==> src/rtl/lif_tdm_scheduler_pkg.sv <==
// rtl/lif_tdm_scheduler_pkg.sv - shared FSM states, default widths and saturating add for the LIF scheduler
package lif_pkg;

  typedef enum logic [1:0] {
    ST_IDLE,
    ST_UPDATE,
    ST_EMIT,
    ST_DONE
  } lif_state_e;

  localparam int DEF_NUM_NEURONS   = 4;
  localparam int DEF_STATE_W       = 8;
  localparam int DEF_CUR_W         = 4;
  localparam int DEF_LEAK_SHIFT    = 3;
  localparam int DEF_REFRACT_TICKS = 2;

  function automatic logic [31:0] sat_add(input logic [31:0] a, input logic [31:0] b,
                                          input logic [31:0] max_val);
    logic [32:0] sum;
    logic [31:0] res;
    sum = {1'b0, a} + {1'b0, b};
    res = (sum > {1'b0, max_val}) ? max_val : sum[31:0];
    return res;
  endfunction

endpackage

==> src/rtl/lif_tdm_scheduler_if.sv <==
// rtl/lif_tdm_scheduler_if.sv - spike event valid/ready stream between scheduler and consumer
interface lif_tdm_scheduler_if #(
  parameter int IDX_W = 2
);
  logic             spike_valid;
  logic             spike_ready;
  logic [IDX_W-1:0] spike_idx;

  modport master(output spike_valid, output spike_idx, input spike_ready);
  modport slave(input spike_valid, input spike_idx, output spike_ready);
endinterface

==> src/rtl/lif_tdm_scheduler_update.sv <==
// rtl/lif_tdm_scheduler_update.sv - combinational leak/integrate/saturate/compare for one neuron
module lif_update
  import lif_pkg::*;
#(
  parameter int STATE_W    = DEF_STATE_W,
  parameter int CUR_W      = DEF_CUR_W,
  parameter int LEAK_SHIFT = DEF_LEAK_SHIFT
) (
  input  logic [STATE_W-1:0] s,
  input  logic [CUR_W-1:0]   cur,
  input  logic [STATE_W-1:0] thresh,
  input  logic               inhibit,
  output logic [STATE_W-1:0] next_s,
  output logic               spike
);
  localparam logic [31:0] MAX_S = 32'((64'd1 << STATE_W) - 64'd1);

  logic [31:0] leaked;
  logic [31:0] cur_ext;
  logic [31:0] sum;

  assign leaked  = 32'(s - (s >> LEAK_SHIFT));
  // A refractory neuron still leaks but integrates nothing and cannot fire.
  assign cur_ext = inhibit ? 32'd0 : 32'(cur);
  assign sum     = sat_add(leaked, cur_ext, MAX_S);
  assign spike   = !inhibit && (sum >= 32'(thresh));
  assign next_s  = spike ? '0 : STATE_W'(sum);
endmodule

==> src/rtl/lif_tdm_scheduler.sv <==
// rtl/lif_tdm_scheduler.sv - TDM LIF sweep scheduler; optional refractory counters under LIF_REFRACTORY_EN
module lif_tdm_scheduler
  import lif_pkg::*;
#(
  parameter int NUM_NEURONS   = DEF_NUM_NEURONS,
  parameter int STATE_W       = DEF_STATE_W,
  parameter int CUR_W         = DEF_CUR_W,
  parameter int LEAK_SHIFT    = DEF_LEAK_SHIFT,
  parameter int REFRACT_TICKS = DEF_REFRACT_TICKS,
  localparam int IDX_W        = $clog2(NUM_NEURONS)
) (
  input  logic                         clk,
  input  logic                         rst,
  input  logic                         tick,
  input  logic [STATE_W-1:0]           thresh,
  input  logic [NUM_NEURONS*CUR_W-1:0] cur_in,
  lif_tdm_scheduler_if.master          spk,
  output logic                         busy,
  output logic                         done,
  output logic                         overrun,
  input  logic [IDX_W-1:0]             dbg_sel,
  output logic [STATE_W-1:0]           dbg_state
);
  lif_state_e                   state_q, state_d;
  logic [IDX_W-1:0]             idx_q;
  logic [IDX_W-1:0]             spike_idx_q;
  logic [STATE_W-1:0]           thresh_q;
  logic [NUM_NEURONS*CUR_W-1:0] cur_q;
  logic [STATE_W-1:0]           mem [NUM_NEURONS];
  logic                         overrun_q;
  logic                         last;
  logic                         inhibit;
  logic                         spike;
  logic [STATE_W-1:0]           next_s;
  logic [CUR_W-1:0]             cur_sel;

  assign last    = (idx_q == IDX_W'(NUM_NEURONS - 1));
  assign cur_sel = cur_q[idx_q*CUR_W +: CUR_W];

  lif_update #(
    .STATE_W   (STATE_W),
    .CUR_W     (CUR_W),
    .LEAK_SHIFT(LEAK_SHIFT)
  ) u_update (
    .s      (mem[idx_q]),
    .cur    (cur_sel),
    .thresh (thresh_q),
    .inhibit(inhibit),
    .next_s (next_s),
    .spike  (spike)
  );

`ifdef LIF_REFRACTORY_EN
  localparam int RC_W = $clog2(REFRACT_TICKS + 1);
  logic [RC_W-1:0] rc_q [NUM_NEURONS];

  assign inhibit = (rc_q[idx_q] != '0);

  always_ff @(posedge clk) begin
    if (rst) begin
      for (int i = 0; i < NUM_NEURONS; i++) rc_q[i] <= '0;
    end else if (state_q == ST_UPDATE) begin
      if (inhibit) rc_q[idx_q] <= rc_q[idx_q] - 1'b1;
      else if (spike) rc_q[idx_q] <= RC_W'(REFRACT_TICKS);
    end
  end
`else
  assign inhibit = 1'b0;
`endif

  always_comb begin
    state_d = state_q;
    case (state_q)
      ST_IDLE:   if (tick) state_d = ST_UPDATE;
      ST_UPDATE: begin
        if (spike) state_d = ST_EMIT;
        else if (last) state_d = ST_DONE;
      end
      ST_EMIT:   if (spk.spike_ready) state_d = last ? ST_DONE : ST_UPDATE;
      ST_DONE:   state_d = ST_IDLE;
      default:   state_d = ST_IDLE;
    endcase
  end

  assign spk.spike_valid = (state_q == ST_EMIT);
  assign spk.spike_idx   = spike_idx_q;
  assign busy            = (state_q == ST_UPDATE) || (state_q == ST_EMIT);
  assign done            = (state_q == ST_DONE);
  assign overrun         = overrun_q;
  assign dbg_state       = mem[dbg_sel];

  always_ff @(posedge clk) begin
    if (rst) begin
      state_q     <= ST_IDLE;
      idx_q       <= '0;
      spike_idx_q <= '0;
      thresh_q    <= '0;
      cur_q       <= '0;
      overrun_q   <= 1'b0;
      for (int i = 0; i < NUM_NEURONS; i++) mem[i] <= '0;
    end else begin
      state_q <= state_d;
      if (tick && state_q != ST_IDLE) overrun_q <= 1'b1;
      case (state_q)
        ST_IDLE: begin
          if (tick) begin
            thresh_q <= thresh;
            cur_q    <= cur_in;
            idx_q    <= '0;
          end
        end
        ST_UPDATE: begin
          mem[idx_q] <= next_s;
          if (spike) spike_idx_q <= idx_q;
          else if (!last) idx_q <= idx_q + 1'b1;
        end
        ST_EMIT: begin
          if (spk.spike_ready && !last) idx_q <= idx_q + 1'b1;
        end
        default: ;
      endcase
    end
  end
endmodule

==> src/flat_wrapper.sv <==
// flat-port wrapper written by rule: the top's interface ports become plain ports
module lif_tdm_scheduler_flat import lif_pkg::*;
#(
  parameter int NUM_NEURONS   = DEF_NUM_NEURONS,
  parameter int STATE_W       = DEF_STATE_W,
  parameter int CUR_W         = DEF_CUR_W,
  parameter int LEAK_SHIFT    = DEF_LEAK_SHIFT,
  parameter int REFRACT_TICKS = DEF_REFRACT_TICKS,
  localparam int IDX_W        = $clog2(NUM_NEURONS)
)
  (clk, rst, tick, thresh, cur_in, busy, done, overrun, dbg_sel, dbg_state, spk_spike_valid, spk_spike_idx, spk_spike_ready);
  lif_tdm_scheduler_if #(.IDX_W((2))) spk_i ();
  input  logic clk;
  input  logic rst;
  input  logic tick;
  input  logic [STATE_W-1:0] thresh;
  input  logic [NUM_NEURONS*CUR_W-1:0] cur_in;
  output logic busy;
  output logic done;
  output logic overrun;
  input  logic [IDX_W-1:0] dbg_sel;
  output logic [STATE_W-1:0] dbg_state;
  output wire logic [$bits(spk_i.spike_valid)-1:0] spk_spike_valid;
  output wire logic [$bits(spk_i.spike_idx)-1:0] spk_spike_idx;
  input wire logic [$bits(spk_i.spike_ready)-1:0] spk_spike_ready;
  assign spk_spike_valid = spk_i.spike_valid;
  assign spk_spike_idx = spk_i.spike_idx;
  assign spk_i.spike_ready = spk_spike_ready;
  lif_tdm_scheduler #(.NUM_NEURONS(NUM_NEURONS), .STATE_W(STATE_W), .CUR_W(CUR_W), .LEAK_SHIFT(LEAK_SHIFT), .REFRACT_TICKS(REFRACT_TICKS)) u_core (.clk(clk), .rst(rst), .tick(tick), .thresh(thresh), .cur_in(cur_in), .spk(spk_i), .busy(busy), .done(done), .overrun(overrun), .dbg_sel(dbg_sel), .dbg_state(dbg_state));
endmodule
==> config.mk <==
export PLATFORM = sky130hd
export DESIGN_NAME = lif_tdm_scheduler_flat
export DESIGN_NICKNAME = d
export VERILOG_FILES = /design/src/rtl/lif_tdm_scheduler_pkg.sv /design/src/rtl/lif_tdm_scheduler_if.sv /design/src/rtl/lif_tdm_scheduler_update.sv /design/src/rtl/lif_tdm_scheduler.sv /design/src/flat_wrapper.sv
export SDC_FILE = /design/constraint.sdc
export NUM_CORES = 1
export LEC_CHECK = 0
export CAP_MARGIN = 5
export CELL_PAD_IN_SITES_DETAIL_PLACEMENT = 0
export CELL_PAD_IN_SITES_GLOBAL_PLACEMENT = 1
export CORE_AREA = 2 2 104 106
export CTS_CLUSTER_DIAMETER = 100
export DETAILED_ROUTE_END_ITERATION = 7
export DIE_AREA = 0 0 106 108
export PLACE_DENSITY_LB_ADDON = 0.1
export SYNTH_ARGS = -nofsm -noshare
export SYNTH_HDL_FRONTEND = slang
export SYNTH_HIERARCHICAL = 1
export SYNTH_SLANG_ARGS = --single-unit
==> constraint.sdc <==
create_clock -name clk -period 7.1 [get_ports clk]
set_input_delay 1.42 -clock clk [delete_from_list [all_inputs] [get_ports clk]]
set_output_delay 1.42 -clock clk [all_outputs]
set_load 0.02 [all_outputs]
==> flow_metrics.tcl, run 1 <==
set metrics [dict create \
    clock_sinks 65 \
    multi_input_comb_area_um2 2260 \
    dr.first_iter.drc_count 94 \
    combPwrFrac_pct 50.6 \
    slew_viol_final 0 \
    final_area_um2 4820 \
    tightest_slew_ns 0.810 \
    vias_per_cell 5.00 \
    grt_pass1_wl_um 15200 \
    clkLatencyLatePin_ns 0.34 \
    antenna_left 0 \
    placed_cell_area_um2 4630 \
    power.net_switching_mw 0.644 \
    core_area_um2 10200 \
    std_cell_rows 37 \
    synth_area_leaders "edfxtp_1, dfxtp_1, mux4_2, ha_1, nand2_1" \
    die_area_um2 11400 \
    pwr-share-seq_pct 32.2 \
    crit_required_ns 7.36 \
    yosys-top-cells-count "nand2_1, a21oi_1, ha_1" \
    syn_area_um2 4030 \
    drive_gt1_share_pct 12.0 \
    antenna_found_initial 0 \
    max_cap_violations 0 \
    synth_ff_type "dfxtp_1" \
    p_per_area_nw_per_um2 324 \
    syn_avg_cell_area_um2 9.73 \
    ys_seq_elements 65 \
    gp_congestion 0.803 \
    post-cts-setup-buffer-count 0 \
    yosys_warnings 6 \
    routed_wl_um 9070 \
    die_h_um 108 \
    arrival_ns 6.83 \
    grt_start_max_net_pins 40 \
    vias 3020 \
    antenna_cells 0 \
    start_kind "register" \
    path_class "reg2reg" \
    tns_ns 0 \
    seq_area_um2 1620 \
    grt.total_usage_pct 17.1 \
    yosysMostFrequentCell "nand2_1" \
    clk_pin_slew_ns 0.07 \
    synth_edf_count 32 \
    drtPass1Iterations 4 \
    clockBufferDepth 2 \
    cts_resized 0 \
    cts_tree "yes" \
    io_buffers 43 \
    drc_errors 0 \
    slew_headroom_pct 45.9 \
    hold_class "reg2reg" \
    skew_ns 0.0115 \
    ys_types 51 \
    ctsHtreeMaxLevel 3 \
    path_max_fanout 6 \
    grt_pass1_vias 3044 \
    ctsHoldBuffers 0 \
    grt_overflow 0 \
    swShare_pct 41.3 \
    initial_core_util_pct 39.4 \
    final_nets 530 \
    ys_async_sr_fraction_pct 0 \
    synthToLayoutAreaGrowth_pct 19.7 \
    max_clock_freq_ghz 0.152 \
    setup-violations-final 0 \
    synth_top_area_cell "edfxtp_1" \
    endpoint_kind "register" \
    fillers 990 \
    p_leak_nw 1.87 \
    cts_made_buffers 9 \
    intPower_mw 0.916 \
    synth_seq_area_share_pct 40.3 \
    hpwl_um 6900 \
    ios 44 \
    status "completed" \
    wl_per_cell_um 15.0 \
    layout_min_cycle_time_ns 6.57 \
    yosys.area.top_type_share_pct 23.9 \
    period_share_pct 92.6 \
    vdd_drop_max_mv 0.187 \
    die_w_um 106 \
    p_clk_share_pct 17.1 \
    synth_cells 414 \
    hold_violations 0 \
    cts-root-buf "clkbuf_8" \
]
per-stage QoR:
stage / total power [mW] / setup slack (ns) / instances / hold slack, ns / utilization, %
finish: 1.56 / 0.529 / 604 / 0.451 / 47.1
global route: 1.70 / -0.00665 / 604 / 0.476 / 47.1
CTS: 1.56 / 0.352 / 604 / 0.455 / 46.8
detailed placement: 1.28 / 0.400 / 588 / 0.445 / 45.2
global placement: 1.28 / 0.435 / 588 / 0.441 / 45.2
floorplan: 1.07 / 0.844 / 418 / 0.433 / -
metal layers:
metal / routed length (µm) / part of all wire, % / global-route usage, %
met1: 4190 / 46 / 22.1
met2: 4510 / 50 / 29.2
met3: 271 / 3.0 / 3.44
met4: 97 / 1.1 / 5.08
met5: 0 / 0 / 0
kinds of logic after synthesis:
logic type | share of synthesized area (%)
xor gates and xnor gates | 2.39
AOI/OAI and AO/OA | 11.3
muxes | 11.2
and+or+nand+nor | 18.1
buffers and inverters | 4.75
DFF | 40.3
adders and majority gates | 11.9
other | 0.0931
power groups by stage:
| stage | registers, mW | logic (mW) | clock network (mW) |
|---|---|---|---|
| 2_1_floorplan | 0.489 | 0.580 | 0 |
| 3_3_place_gp | 0.511 | 0.773 | 0 |
| 3_5_place_dp | 0.512 | 0.770 | 0 |
| 4_1_cts | 0.504 | 0.776 | 0.279 |
| 5_1_grt | 0.512 | 0.895 | 0.295 |
| 6_report | 0.503 | 0.790 | 0.267 |
path summary, 6_finish.rpt:
path / cells after the start / start / slack (ns) / end
max: 25 / register / 0.53 / register
min: 2 / u_core/cur_q[8]$_SDFFE_PP0P_ / 0.45 / u_core/cur_q[8]$_SDFFE_PP0P_
max reg2reg: 25 / register / 0.53 / register
min reg2reg: 2 / u_core/cur_q[8]$_SDFFE_PP0P_ / 0.45 / u_core/cur_q[8]$_SDFFE_PP0P_
critical path, cell delays in order (launching register included):
cell and delay, ns:
dfxtp_2 0.39, mux4_2 0.57, ha_1 0.22, fa_1 0.48
inv_1 0.07, fa_1 0.43, a21oi_1 0.16, nor2_1 0.07
nor2_2 0.20, a211oi_4 0.08, and2_1 0.18, ha_1 0.16
or4_1 0.55, nor4_2 0.23, nand4_1 0.24, or3_4 0.45
ha_1 0.29, a21o_1 0.16, a21o_1 0.17, a21oi_1 0.14
o21ai_1 0.10, and2_1 0.22, nand2_1 0.14, nand3_1 0.15
or4_1 0.45, a21oi_1 0.19
sequential cells by signal, summed over array words and instances, names as in the netlist, named ones only:
| signal | cells |
|---|---|
| u_core/cur_q | 16 |
| u_core/state_q | 2 |
| u_core/mem | 32 |
| u_core/spk.spike_idx | 2 |
| u_core/thresh_q | 8 |
| u_core/idx_q | 2 |
| u_core/overrun | 1 |
area by class of cell:
type                    instances  share of cell area (%)
well taps                     136                    3.53
repair buffers                 51                    10.2
inverters                      31                    2.41
multi-input cells             305                    46.8
clock buffers                  10                    2.65
flip-flops and latches         65                    33.7
clock inverters                 6                   0.727
layout by cell type (no fill, tap or decap), types with 4 or more instances in the layout:
| master | count |
|---|---|
| a21o_1 | 7 |
| a21oi_1 | 38 |
| a22oi_1 | 5 |
| and2_1 | 11 |
| buf_4 | 8 |
| clkbuf_8 | 9 |
| clkdlybuf4s50_1 | 43 |
| conb_1 | 5 |
| dfxtp_1 | 32 |
| edfxtp_1 | 32 |
| ha_1 | 35 |
| inv_1 | 31 |
| mux4_2 | 20 |
| nand2_1 | 84 |
| nand2b_1 | 4 |
| nand3_1 | 5 |
| nor2_1 | 26 |
| nor2_2 | 4 |
| nor2b_1 | 7 |
| o21ai_0 | 4 |
| xnor2_1 | 9 |
Note: power is estimated with default switching activity, not from simulation.
==> run 2: changes to the inputs <==
- CORE_AREA: 2 2 104 106 -> 2 2 110 91
- DIE_AREA: 0 0 106 108 -> 0 0 112 93
- PLACE_DENSITY: default -> 0.85
- PLACE_DENSITY_LB_ADDON: 0.1 -> default
==> flow_metrics.tcl, run 2 (synthesized netlist as in run 1, its figures left out) <==
set metrics [dict create \
    status "completed" \
    hold_class "reg2reg" \
    start_kind "register" \
    synthToLayoutAreaGrowth_pct 22.3 \
    cts_tree "yes" \
    tns_ns 0 \
    ios 44 \
    worst_slack_ns 0.441 \
    die_area_um2 10400 \
    clkLatencyLatePin_ns 0.33 \
    final_nets 529 \
    clockBufferDepth 2 \
    slew_headroom_pct 46.0 \
    largest_register_ff_count 32 \
    pre_cts_slack_ns 0.269 \
    path_class "reg2reg" \
    use_met3_pct 3.11 \
    max_clock_freq_ghz 0.150 \
    io_buffers 43 \
    antenna_cells 0 \
    rsz0062_at_grt "false" \
    ctsHtreeMaxLevel 3 \
    hold_violations 0 \
    cts-root-buf "clkbuf_16" \
    p_per_area_nw_per_um2 353 \
    max_cap_violations 0 \
    vias 3105 \
    setup-violations-final 0 \
    clock_sinks 65 \
    die_h_um 93 \
    wl_per_cell_um 15.3 \
    final_cell_mix "nand2_1, clkdlybuf4s50_1, a21oi_1, ha_1" \
    drc_errors 0 \
    grt_pass1_vias 3084 \
    std_cell_rows 32 \
    vdd_drop_max_mv 0.202 \
    ff2ff_setup_slack_ns 0.44 \
    slew_viol_final 0 \
    grt_start_max_net_pins 40 \
    hpwl_um 6800 \
    clk_pin_slew_ns 0.06 \
    p_leak_nw 1.92 \
    vias_per_cell 5.30 \
    grt_pass1_wl_um 15200 \
    largest-register "u_core/mem" \
    grt.total_usage_pct 18.3 \
    grt_use_met2_pct 29.1 \
    endpoint_kind "register" \
    layout_min_cycle_time_ns 6.66 \
    gp_congestion 0.865 \
    crit_required_ns 7.35 \
    antenna_found_initial 0 \
    period_share_pct 93.8 \
    drive_gt1_share_pct 11.8 \
    grt_use_met1_pct 25.8 \
    die_w_um 112 \
    routed_wl_um 8960 \
    cts_made_buffers 9 \
    initial_core_util_pct 43.0 \
    grt_overflow 0 \
    final_area_um2 4920 \
    path_max_fanout 9 \
    arrival_ns 6.90 \
    stdcell_count 586 \
    dp.cells 569 \
    antenna_left 0 \
    reg_top3 "u_core/mem (32), u_core/cur_q (16), u_core/thresh_q (8)" \
    tightest_slew_ns 0.809 \
    dr.first_iter.drc_count 198 \
    core_area_um2 9370 \
    placed_cell_area_um2 4590 \
    grt.busiest_layer "met2" \
    drtPass1Iterations 6 \
    skew_ns 0.00514 \
    mostFrequentLayoutCell "nand2_1" \
]
==> run 2: cell count changes in the layout (fill, tap and decap cells not counted), sizes merged <==
cell      before  now
clkinv         4    1
clkinvlp       1    3
bufinv         0    1
buf            8    7
==> run 2: through the flow <==
step | utilization [%] | total power, mW | hold slack, ns
floorplan | - | 1.07 | 0.433
global placement | 49.0 | 1.27 | 0.441
detailed placement | 49.0 | 1.28 | 0.447
CTS | 52.3 | 1.73 | 0.455
global route | 52.6 | 1.87 | 0.477
finish | 52.6 | 1.74 | 0.455
==> run 2: final timing paths <==
kind	startpoint	endpoint	depth (start not counted)
max	register	register	24
min	u_core/cur_q[14]$_SDFFE_PP0P_	u_core/cur_q[14]$_SDFFE_PP0P_	2
max reg2reg	register	register	24
min reg2reg	u_core/cur_q[14]$_SDFFE_PP0P_	u_core/cur_q[14]$_SDFFE_PP0P_	2
==> run 2: layout make-up <==
| class | count | area (µm²) |
|---|---|---|
| timing repair buffer | 50 | 483 |
| tap | 119 | 149 |
| clock inverter | 6 | 66.3 |
| clock buffer | 10 | 239 |
| fill | 845 | 4440 |
| multi-input combinational | 305 | 2250 |
| sequential | 65 | 1620 |
| inverter | 31 | 116 |
==> run 2: repair_timing <==
action	in CTS	in global routing
hold buffers	0	0
setup buffers	0	1
resized for setup	0	5
endpoints found under the setup margin	0	6
==> run 2: per-layer routing <==
metal	wire length [µm]	part of all wire, %
met5	0	0
met4	144	1.6
met2	4160	46
met3	410	4.6
met1	4240	47
==> run 2: power by group <==
group	internal, mW	switching (mW)
Clock	0.282	0.163
Combinational	0.331	0.457
Sequential	0.459	0.0476
==> run 2: worst max-delay path, stage by stage, from the launching register on <==
cell and delay [ns]:
dfxtp_1 0.56, mux4_2 0.43, ha_1 0.22, fa_1 0.40
nand2b_1 0.21, a211oi_1 0.38, nor3_1 0.11, xnor2_1 0.30
nor2_1 0.11, and2_1 0.17, ha_1 0.16, or4_1 0.53
nor4_1 0.23, nand4_1 0.23, or3_1 0.45, ha_1 0.29
a21o_1 0.15, a21o_1 0.16, a21oi_1 0.21, o21ai_2 0.16
and2_1 0.23, nand2_1 0.12, nand3_1 0.15, or4_1 0.45
a21oi_1 0.15
==> run 3: changes to the inputs <==
- TNS_END_PERCENT: default -> 100
==> results of run 3 <==
No change in the layout: final DEF, timing and power equal those of run 2.
==> variant 1 (config.mk and constraints of run 3) <==
Set the package constant `DEF_CUR_W` to 3 (it was 4).
--- a/src/rtl/lif_tdm_scheduler_pkg.sv
+++ b/src/rtl/lif_tdm_scheduler_pkg.sv
@@ -11,5 +11,5 @@
   localparam int DEF_NUM_NEURONS   = 4;
   localparam int DEF_STATE_W       = 8;
-  localparam int DEF_CUR_W         = 4;
+  localparam int DEF_CUR_W         = 3;
   localparam int DEF_LEAK_SHIFT    = 3;
   localparam int DEF_REFRACT_TICKS = 2;
Ports: changed (resized cur_in); port bits go from 44 to 40. The function was not compared with the original's and may differ.
==> variant 1 against run 3 <==
  * Area after synthesis fell by 4.1%
  * Sequential cell count fell by 4
  * Setup slack improved by 94 ps
  * Count of clock-buffer cells in the layout rose by 5
  * Maximum frequency rose by 1.4%
  * Routed wire length fell by 5.9%
  * Total power fell by 1.7%
  * Critical path depth rose by 3
  * Final area fell by 4.3%
  * Largest power group unchanged
==> variant 1: results (changes against run 3) <==
- Status: completed (unchanged)
- Detailed-placement wirelength estimate: 6353 um (was 6802 um)
* Worst Path Max Fanout: 15 (was 9)
* Cell types with the highest counts after synthesis: 73 x sky130_fd_sc_hd__nand2_1, 40 x sky130_fd_sc_hd__a21oi_1, 34 x sky130_fd_sc_hd__ha_1, 34 x sky130_fd_sc_hd__inv_1, 32 x sky130_fd_sc_hd__edfxtp_1 (was 84 x sky130_fd_sc_hd__nand2_1, 38 x sky130_fd_sc_hd__a21oi_1, 35 x sky130_fd_sc_hd__ha_1)
- The first-pass GRT wire length is 14050 um (was 15160 um).
* Sequential-to-total area share from yosys stat: 39.90% (was 40.26%)
- Crit path arrival time: 6810 ps (was 6900 ps)
- The instance area at placement came to 0.004368 mm^2 (was 0.004592 mm^2).
- The number of multi-input combinational cells is 282 (was 305).
- The routed wire length is 8436 um (was 8961 um).
* Ratio of cells with drive above 1 in the final layout: 12.53% (was 11.78%)
- The via count of the first global-routing pass is 2934 (was 3084).
* Fraction of area in non-clock buffers: 9.236% (was 9.807%)
- The cell count after synthesis came to 392 (was 414).
* Fraction of area in multi-input gates: 44.93% (was 45.66%)
- Number of logic inverters in the finished layout: 35 (was 31)
* Number of placed instances with taps included: 541 (was 569)
- The peak supply drop is 0.1972 mV (was 0.2020 mV).
* Largest net degree at the start of global routing: 36 (was 40)
- The share of the synthesized netlist area taken by xor and xnor gates came to 2.267% (was 2.392%).
- The number of optimization iterations in the first detailed-route pass is 4 (was 6).
- Area fraction in compound gates after synthesis: 10.91% (was 11.31%)
* Ratio of routed vias to standard cells: 5.260 (was 5.299)
* Clock buffer count in the final layout: 15 (was 10)
* Buffer count excluding the clock tree in the final layout: 45 (was 50)
- Post-synth cell types: 52 (was 51)
- Count of routing violations after the opening detailed-route iteration: 147 (was 198)
- Adder-cell share of the synthesized area: 12.05% (was 11.87%)
- All-Layer GR Usage: 17.03% (was 18.33%)
- The final instance count without filler cells was 558 (was 586).
- Top cells by area in the synthesized netlist: sky130_fd_sc_hd__edfxtp_1 25%, sky130_fd_sc_hd__dfxtp_1 15%, sky130_fd_sc_hd__mux4_2 11% (was sky130_fd_sc_hd__edfxtp_1 24%, sky130_fd_sc_hd__dfxtp_1 16%, sky130_fd_sc_hd__mux4_2 11%).
* Final core occ: 50.32% (was 52.56%)
- Post-layout net count: 496 (was 529)
- Number of fill cells in the layout: 856 (was 845)
* Count of port buffers added during placement: 39 (was 43)
variant 1: changes by cell type in the layout (fill, tap and decap cells not counted), moves of 4 or more:
cell                              change
sky130_fd_sc_hd__a22oi_1              -5
sky130_fd_sc_hd__clkdlybuf4s50_1      -4
sky130_fd_sc_hd__dfxtp_1              -5
sky130_fd_sc_hd__nand2_1             -11
sky130_fd_sc_hd__nand2b_1             +5
sky130_fd_sc_hd__nor2_1               -6
variant 1: power breakdown:
group | internal (mW) | switching, mW
combinational | 0.319 | 0.451
clock | 0.319 | 0.151
sequential | 0.432 | 0.0376
variant 1: worst paths after layout:
check,end,slack [ps],depth (start not counted)
min,u_core/cur_q[8],450,2
max reg2reg,flip-flop,540,27
min reg2reg,u_core/cur_q[8],450,2
max,flip-flop,540,27
variant 1: layer usage:
metal | up-vias | wire length [um] | global-route usage, %
met5 | - | 0 | 0
met2 | 87 | 4062 | 28.08
met1 | 1380 | 3783 | 22.70
met4 | 0 | 87 | 4.980
li1 | 1457 | - | -
met3 | 11 | 503 | 3.889
==> variant 2 (settings of run 3) <==
Without the edit above. The 4 states of `lif_state_e` get a one-hot encoding in 4 bits.
--- a/src/rtl/lif_tdm_scheduler_pkg.sv
+++ b/src/rtl/lif_tdm_scheduler_pkg.sv
@@ -2,9 +2,9 @@
 package lif_pkg;
 
-  typedef enum logic [1:0] {
-    ST_IDLE,
-    ST_UPDATE,
-    ST_EMIT,
-    ST_DONE
+  typedef enum logic [3:0] {
+    ST_IDLE   = 4'b0001,
+    ST_UPDATE = 4'b0010,
+    ST_EMIT   = 4'b0100,
+    ST_DONE   = 4'b1000
   } lif_state_e;
 
Function: same outputs for any inputs over 4 cycles, from zero or initial values and one cycle with rst high; so few cycles prove little.
==> variant 2 against run 3 <==
  * Utilization rose by 1.3 points
  * Largest cell class unchanged
  * Area after synthesis grew 3.1%
  * Cell count rose by 0.51%
  * Sequential cell count grew 2
  * Setup slack better by 230 ps
  * Final area up 2.6%
  * Critical path type unchanged
  * Highest routed layer unchanged
  * Routed wire length is 4.7% higher
  * Count of clock-buffer cells in the layout unchanged
  * Via count rose by 3.2%
Power is not compared: it rests on default switching activity, and its combinational part moved more than twofold at a synthesized area within 25%.
==> variant 2: results (changes against run 3) <==
* Worst Path Max Fanout: 15 (was 9)
* Detailed-placement wirelength estimate: 6818 um (was 6802 um)
- Post-synthesis mux area share: 10.85% (was 11.18%)
- The count of unique library cells instantiated by Yosys came to 52 (was 51).
* Clock transition at the registers of the reported paths: 50 ps
- The total vias in the final route is 3203 (was 3105).
- All-Layer GR Usage: 18.98% (was 18.33%)
- The number of cells traversed by the worst register-to-register path was 27 (was 24).
* Post-layout net count: 525 (was 529)
- Worst-Margin Slew: 939.6 ps (was 808.7 ps)
* Sequential-to-total area share from yosys stat: 40.02% (was 40.26%)
- Status: completed (unchanged).
* Final Hold Slack: 449.5 ps (was 454.5 ps)
- Cell types with the highest counts after synthesis: 74 x sky130_fd_sc_hd__nand2_1, 42 x sky130_fd_sc_hd__a21oi_1, 35 x sky130_fd_sc_hd__dfxtp_1 (was 84 x sky130_fd_sc_hd__nand2_1, 38 x sky130_fd_sc_hd__a21oi_1, 35 x sky130_fd_sc_hd__ha_1)
- The wire length per cell after detailed routing is 15.94 um (was 15.29 um).
- Area fraction in compound gates after synthesis: 12.15% (was 11.31%)
- Registers with the most flip-flops: u_core/mem x32, u_core/cur_q x16, u_core/thresh_q x8 (unchanged)
* Fraction of synthesized cell area in xor and xnor cells: 2.532% (was 2.392%)
- The time the worst path needs with I/O delays and setup is 6424 ps (was 6659 ps).
- Crit path arrival time: 6630 ps (was 6900 ps)
- Clock Path Buffers: 2 (unchanged)
* Number of placed instances with taps included: 573 (was 569)
- The pin count of the biggest net entering global routing was 37 (was 40).
- The ratio of routed vias to standard cells is 5.438 (was 5.299).
* Initial antenna violation count: 0 (unchanged)
- Count of routing violations after the opening detailed-route iteration: 220 (was 198)
- Hold_sp: u_core/cur_q[12] (was u_core/cur_q[14])
- Leakage: 1.904 nW
* Global placer's final weighted congestion: 0.8374 (was 0.8645)
- Hold path endpoint: u_core/cur_q[12] (was u_core/cur_q[14])
- Cell Area, Placed: 0.004735 mm^2 (was 0.004592 mm^2)
* Adder-cell share of the synthesized area: 9.403% (was 11.87%)
- Ratio of cells with drive above 1 in the final layout: 13.40% (was 11.78%)
* Largest stage delay on the critical path: 640 ps (was 560 ps)
- Slowest CP cell: sky130_fd_sc_hd__mux4_2 (was sky130_fd_sc_hd__dfxtp_1)
- Final Skew: 5.604 ps (was 5.141 ps)
- First-pass iteration count of the detailed router: 4 (was 6)
* Minimum setup slack after placement: 378.0 ps (was 269.4 ps)
variant 2: report_power, final:
group,switching [mW],internal [mW]
Sequential,0.0148,0.426
Clock,0.170,0.281
Combinational,0.121,0.0939
variant 2: final cells by class:
class	count	area, um^2
fill	858	4318
multi-input combinational	312	2350
sequential	67	1662
timing repair buffer	53	505.5
clock buffer	10	239.0
tap	119	148.9
inverter	22	82.58
clock inverter	6	63.81
variant 2: timing repair:
action	CTS	global route
hold endpoints to repair	0	0
hold buffers	0	0
setup endpoints to repair	0	42
resized for setup	0	3
variant 2: tightest hold or removal path: stages, from the launching register on:
cell,delay (ps)
sky130_fd_sc_hd__dfxtp_1,300
sky130_fd_sc_hd__nand2_1,50
sky130_fd_sc_hd__a21oi_1,50
variant 2: layer usage:
layer | vias up | track usage, % | wire length [um]
met2 | 76 | 32.02 | 4490
met1 | 1518 | 25.15 | 4347
met4 | 0 | 5.894 | 124
li1 | 1598 | - | -
met5 | - | 0 | 0
met3 | 11 | 3.435 | 424
